## src/rtl/fifo_rd_packer_if.sv

```systemverilog
// fifo_rd_packer_if: bundles the FIFO read port, flush request and the
// packed valid/ready output stream of fifo_rd_packer.
//   rdata/rempty/rinc   : FIFO first-word-fall-through read port
//   flush               : single-cycle partial-word emit request
//   out_data/out_keep   : packed word and per-lane keep mask
//   out_valid/out_ready : output stream handshake
// master = packer side, slave = FIFO/sink side.
interface fifo_rd_packer_if #(
    parameter int DSIZE = 8,
    parameter int RATIO = 4
);
    logic [DSIZE-1:0]       rdata;
    logic                   rempty;
    logic                   rinc;
    logic                   flush;
    logic [RATIO*DSIZE-1:0] out_data;
    logic [RATIO-1:0]       out_keep;
    logic                   out_valid;
    logic                   out_ready;

    modport master (
        input  rdata, rempty, flush, out_ready,
        output rinc, out_data, out_keep, out_valid
    );

    modport slave (
        output rdata, rempty, flush, out_ready,
        input  rinc, out_data, out_keep, out_valid
    );
endinterface

```

## src/rtl/fifo_rd_packer.sv

```systemverilog
// fifo_rd_packer: pops DSIZE-bit words from a FWFT FIFO and packs RATIO of
// them (lane 0 = oldest) into one word on a valid/ready stream.
// Ports: rclk, rrst (async, active-high), bus (fifo_rd_packer_if.master).
// Partial words leave on flush with out_keep marking the filled lanes.
// Optional macro FIFO_PACK_TIMEOUT_EN adds an idle-timeout auto-flush.
module fifo_rd_packer #(
    parameter int DSIZE   = 8,
    parameter int RATIO   = 4,
    parameter int TIMEOUT = 16
) (
    input  logic              rclk,
    input  logic              rrst,
    fifo_rd_packer_if.master  bus
);
    localparam int CW = $clog2(RATIO + 1);
    localparam logic [CW-1:0] FULL = CW'(RATIO);

    logic [RATIO-1:0][DSIZE-1:0] r_acc;
    logic [CW-1:0]               r_cnt;
    logic                        r_fpend;
    logic                        r_ovalid;
    logic [RATIO*DSIZE-1:0]      r_odata;
    logic [RATIO-1:0]            r_okeep;

    logic                        w_free;
    logic                        w_rd;
    logic                        w_tmo;
    logic                        w_flush;
    logic [RATIO-1:0][DSIZE-1:0] w_acc_n;
    logic [CW-1:0]               w_lanes;
    logic [CW-1:0]               w_cnt_n;
    logic                        w_fpend_n;
    logic                        w_emit;
    logic [RATIO-1:0]            w_keep;
    logic [RATIO*DSIZE-1:0]      w_data;

    assign w_free  = !r_ovalid | bus.out_ready;
    assign w_rd    = !rrst & !bus.rempty & !r_fpend & (r_cnt < FULL);
    assign w_flush = bus.flush | w_tmo;

    assign bus.rinc      = w_rd;
    assign bus.out_data  = r_odata;
    assign bus.out_keep  = r_okeep;
    assign bus.out_valid = r_ovalid;

    // Lane image after this cycle's read; the emitted word is always
    // built from it, so a same-cycle read is included in any emission.
    always_comb begin
        w_acc_n = r_acc;
        for (int i = 0; i < RATIO; i++) begin
            if (w_rd && r_cnt == CW'(i)) begin
                w_acc_n[i] = bus.rdata;
            end
        end
    end

    assign w_lanes = r_cnt + CW'(w_rd);

    always_comb begin
        w_keep = '0;
        w_data = '0;
        for (int i = 0; i < RATIO; i++) begin
            w_keep[i] = CW'(i) < w_lanes;
            if (w_keep[i]) begin
                w_data[i*DSIZE +: DSIZE] = w_acc_n[i];
            end
        end
    end

    // Pending flush wins, then a full word; a flush arriving with either
    // is absorbed since the current lanes already go out.
    always_comb begin
        w_emit    = 1'b0;
        w_cnt_n   = w_lanes;
        w_fpend_n = r_fpend;
        if (r_fpend) begin
            if (w_free) begin
                w_emit    = 1'b1;
                w_cnt_n   = '0;
                w_fpend_n = 1'b0;
            end
        end else if (w_lanes == FULL) begin
            if (w_free) begin
                w_emit  = 1'b1;
                w_cnt_n = '0;
            end
        end else if (w_flush && w_lanes != '0) begin
            if (w_free) begin
                w_emit  = 1'b1;
                w_cnt_n = '0;
            end else begin
                w_fpend_n = 1'b1;
            end
        end
    end

    always_ff @(posedge rclk or posedge rrst) begin
        if (rrst) begin
            r_acc    <= '0;
            r_cnt    <= '0;
            r_fpend  <= 1'b0;
            r_ovalid <= 1'b0;
            r_odata  <= '0;
            r_okeep  <= '0;
        end else begin
            r_acc   <= w_emit ? '0 : w_acc_n;
            r_cnt   <= w_cnt_n;
            r_fpend <= w_fpend_n;
            if (w_emit) begin
                r_ovalid <= 1'b1;
                r_odata  <= w_data;
                r_okeep  <= w_keep;
            end else if (bus.out_ready) begin
                r_ovalid <= 1'b0;
            end
        end
    end

`ifdef FIFO_PACK_TIMEOUT_EN
    localparam int IW = $clog2(TIMEOUT + 1);

    logic [IW-1:0] r_idle;
    logic          w_idle;

    assign w_idle = (r_cnt != '0) & !w_rd & !bus.flush & !r_fpend;
    // Fire on the cycle the count would reach TIMEOUT so the word
    // appears TIMEOUT cycles after the last pop.
    assign w_tmo  = w_idle & (r_idle == IW'(TIMEOUT - 1));

    always_ff @(posedge rclk or posedge rrst) begin
        if (rrst) begin
            r_idle <= '0;
        end else if (w_rd | w_emit | w_tmo) begin
            r_idle <= '0;
        end else if (w_idle) begin
            r_idle <= r_idle + 1'b1;
        end
    end
`else
    assign w_tmo = 1'b0;
`endif
endmodule
```

## src/flat_wrapper.sv

```systemverilog
// flat-port wrapper written by rule: the top's interface ports become plain ports
module fifo_rd_packer_flat 
#(
    parameter int DSIZE   = 8,
    parameter int RATIO   = 4,
    parameter int TIMEOUT = 16
)
  (rclk, rrst, bus_rdata, bus_rempty, bus_flush, bus_out_ready, bus_rinc, bus_out_data, bus_out_keep, bus_out_valid);
  fifo_rd_packer_if #(.DSIZE(DSIZE), .RATIO(RATIO)) bus_i ();
  input  logic rclk;
  input  logic rrst;
  input wire logic [$bits(bus_i.rdata)-1:0] bus_rdata;
  input wire logic [$bits(bus_i.rempty)-1:0] bus_rempty;
  input wire logic [$bits(bus_i.flush)-1:0] bus_flush;
  input wire logic [$bits(bus_i.out_ready)-1:0] bus_out_ready;
  output wire logic [$bits(bus_i.rinc)-1:0] bus_rinc;
  output wire logic [$bits(bus_i.out_data)-1:0] bus_out_data;
  output wire logic [$bits(bus_i.out_keep)-1:0] bus_out_keep;
  output wire logic [$bits(bus_i.out_valid)-1:0] bus_out_valid;
  assign bus_i.rdata = bus_rdata;
  assign bus_i.rempty = bus_rempty;
  assign bus_i.flush = bus_flush;
  assign bus_i.out_ready = bus_out_ready;
  assign bus_rinc = bus_i.rinc;
  assign bus_out_data = bus_i.out_data;
  assign bus_out_keep = bus_i.out_keep;
  assign bus_out_valid = bus_i.out_valid;
  fifo_rd_packer #(.DSIZE(DSIZE), .RATIO(RATIO), .TIMEOUT(TIMEOUT)) u_core (.rclk(rclk), .rrst(rrst), .bus(bus_i));
endmodule
```

## config.mk

```make
export PLATFORM = sky130hd
export DESIGN_NAME = fifo_rd_packer_flat
export DESIGN_NICKNAME = d
export VERILOG_FILES = /design/src/rtl/fifo_rd_packer_if.sv /design/src/rtl/fifo_rd_packer.sv /design/src/flat_wrapper.sv
export SDC_FILE = /design/constraint.sdc
export NUM_CORES = 1
export LEC_CHECK = 0
export BUFFER_PORTS_ARGS = -buffer_cell sky130_fd_sc_hd__buf_4
export CAP_MARGIN = 15
export CORE_ASPECT_RATIO = 0.5
export CORE_MARGIN = 1.5
export CORE_UTILIZATION = 52
export DETAILED_ROUTE_END_ITERATION = 8
export PLACE_DENSITY = 0.72
export SLEW_MARGIN = 15
export SYNTH_ARGS = -nofsm -noshare
export SYNTH_HDL_FRONTEND = slang
export SYNTH_SLANG_ARGS = --single-unit
```

## constraint.sdc

```tcl
create_clock -name rclk -period 3.25 [get_ports rclk]
set_input_delay 0.325 -clock rclk [delete_from_list [all_inputs] [get_ports rclk]]
set_output_delay 0.325 -clock rclk [all_outputs]
set_load 0.1 [all_outputs]
```

==> impl_metrics.csv <==
group,metric,value,unit
synthesis,syn_avg_cell_area,13.19,um^2
synthesis,synth_edf_count,0,
layout,drive_above_1_share,0.2770,
power,peakVddDrop,0.0008368,V
route,ant_nets,0,
timing,fin_setup_tns,0,ns
clock_tree,post_cts_resized,0,
critical_path,path_class,"flip-flop to flip-flop",
clock_tree,postCtsSetupBuffers,0,
route,drc_errors,0,
critical_path,reg2regPathDepth,8,
die,core,5112,um^2
clock_tree,cts_hold_buffers,0,
synthesis,yosys-top-cells-area,"dfrtp_1 (64%), mux2i_1 (11%), o2bb2ai_1 (9.7%)",
layout,final_area,3507,um^2
route,num_vias,1925,
clock_tree,htreeDepth,3,
critical_path,end_kind,"flip-flop",
synthesis,syn_inst,218,
global_route,grt_max_degree,42,
timing,clock.fmax,375.3,MHz
global_route,grt_pass1_wl,9701,um
critical_path,timing.rr.end,"u_core.bus.out_keep[0]",
timing,rsz0062_at_grt,"no",
die,die_w,108.2,um
placed_design,dp_slack,0.5335,ns
clock_tree,cts_root_buf,"clkbuf_8",
route,wl,6050,um
synthesis,synth_fp_nets,233,
clock_tree,clk_latency,0.33,ns
critical_path,rr_startpoint,"u_core.r_cnt[2]",
timing,timing.final.crit_share,0.8199,
die,die_h,55.58,um
global_route,grt_pass1_vias,1874,
global_route,antenna_found_initial,0,
clock_tree,cts_tree,"built",
layout,syn2layout_area_growth,21.98,%
placed_design,dpl_cell_area,3311,um^2
route,drtIter0Drc,106,
synthesis,yosysWarnings,0,
global_route,grt_overflow,0,
timing,drv_slew,0,
synthesis,syn_area,2875,um^2
die,ios,51,
timing,fin_skew,0.009675,ns
timing,relSlewSlack,0.4237,
die,row_count,18,
clock_tree,cts-buffers-inserted,9,
synthesis,synth.top_cell.area_share,0.6353,
timing,min_period,2.665,ns
layout,layout.nets,288,
power,power.leakage,1.846,nW
power,power,3.231,mW
placed_design,port_buffers,50,
critical_path,arrival,2.85,ns
synthesis,yosys_most_used_dff,"dfrtp_1",
critical_path,required,3.44,ns
synthesis,synthDistinctLibCells,26,
die,dieArea,6012,um^2
clock_tree,clock_path_buffers,2,
synthesis,synth_seq_area_share,0.6353,
placed_design,place.gp.congestion,0.7952,
synthesis,synthArstFlopShare,1.000,
timing,hold_viol_final,0,
route,wl_per_cell,17.39,um
outcome,status,"completed",
layout,diodes,0,
die,initial_core_util,0.5624,
timing,setup_ws,0.5852,ns
route,first_pass_iters,4,
run,cap_violations,0,
synthesis,synth_top_cell_by_area,"dfrtp_1",
synthesis,ys_seq_elements,73,
placed_design,dp_hpwl,4098,um
timing,tightest_slew,0.8644,ns
critical_path,r2r_setup_slack,0.59,ns
clock_tree,clkSinkCount,73,
timing,setup_viol,0,
critical_path,startpoint_type,"flip-flop",
power,power.density,921.2,nW/um^2
min_path,hp-class,"input pin to asynchronous set/reset pin",
route,via_per_inst,5.532,
critical_path,crit_fanout,36,
clock_tree,clkTransAtPathRegs,0.08,ns
global_route,grtUsageTotal,0.2236,
## Yosys cell counts (4+ instances only)
master     count
dfrtp_1       73
nor2b_1        5
o2bb2ai_1     32
o21ai_0        4
buf_2          6
inv_1          5
buf_6          4
nor2_1        36
mux2i_1       32
## cells by family after synthesis
kind of cell	after synthesis	synth area share
buf+inv	15	0.03264
fa+ha+maj	2	0.008702
simple gates	51	0.08399
xor+xnor	1	0.003047
mux	32	0.1114
flops	73	0.6353
compound gates	44	0.1249
## critical path, stage by stage, from the launching register on
cell     delay [ns]
dfrtp_1        0.42
nor4_4         0.43
ha_1           0.27
ha_4           0.22
or2_4          0.25
a21oi_2        0.26
o21a_1         0.17
buf_4          0.34
o21ai_0        0.14
## where the power goes
| part | switching (mW) | internal, mW | total [mW] |
|---|---|---|---|
| registers | 0.0826 | 1.09 | 1.17 |
| logic | 1.04 | 0.327 | 1.37 |
| clock network | 0.314 | 0.373 | 0.687 |
## cell type report
| cell class | count | area, um^2 |
|---|---|---|
| inverter | 5 | 18.77 |
| timing repair buffer | 54 | 405.4 |
| fill | 387 | 1605 |
| sequential | 73 | 1827 |
| multi-input combinational | 130 | 972.2 |
| clock inverter | 5 | 55.05 |
| clock buffer | 11 | 141.4 |
| tap | 70 | 87.58 |
## stage by stage
stage	std cells	util	hold slack (ns)
after CTS	348	0.6860	0.2019
final	348	0.6860	0.1917
after global routing	348	0.6860	0.2360
after detailed placement	332	0.6476	0.4747
after floorplan	218	-	0.4806
after global placement	332	0.6476	0.4737
## metal layers
metal / track usage / vias to the layer above / wire length, um
met5: 0 / - / 0
met2: 0.3418 / 60 / 2893
met3: 0.07845 / 8 / 441
met4: 0.06203 / 0 / 19
met1: 0.3062 / 981 / 2696
li1: - / 876 / -
## registers in the layout, summed over array words and instances (netlist names)
name and count:
u_core.bus.out_data 32, u_core.r_acc 32, u_core.bus.out_keep 4, u_core.r_cnt 3, u_core.bus.out_valid 1, u_core.r_fpend 1
## layout by cell type, fill, tap and decap left out, drive strengths merged, types with 2 or more instances in the layout
cell type and count:
o2bb2ai 32, mux2i 32, a21oi 2, inv 5, clkinvlp 2, dfrtp 73, ha 2, or2 2
buf 54, nand2 3, nor2 36, o21ai 6, nand3b 2, clkbuf 11, clkinv 2, nor2b 5
## worst max-delay path by stage
| stage | end | cells after the start | startpoint | slack (ns) |
|---|---|---|---|---|
| 3_5_place_dp | u_core.bus.out_keep[0] | 9 | rrst | 0.53 |
| 5_1_grt | u_core.bus.out_keep[2] | 7 | u_core.r_cnt[2] | 0.42 |
| 4_1_cts | u_core.bus.out_keep[2] | 8 | u_core.r_cnt[2] | 0.58 |
| 3_3_place_gp | u_core.bus.out_keep[2] | 9 | rrst | 0.67 |
| 2_1_floorplan | u_core.r_acc[0] | 9 | u_core.r_cnt[2] | -0.02 |
| 6_report | u_core.bus.out_keep[0] | 8 | u_core.r_cnt[2] | 0.59 |
Note: power is estimated with default switching activity, not from simulation.
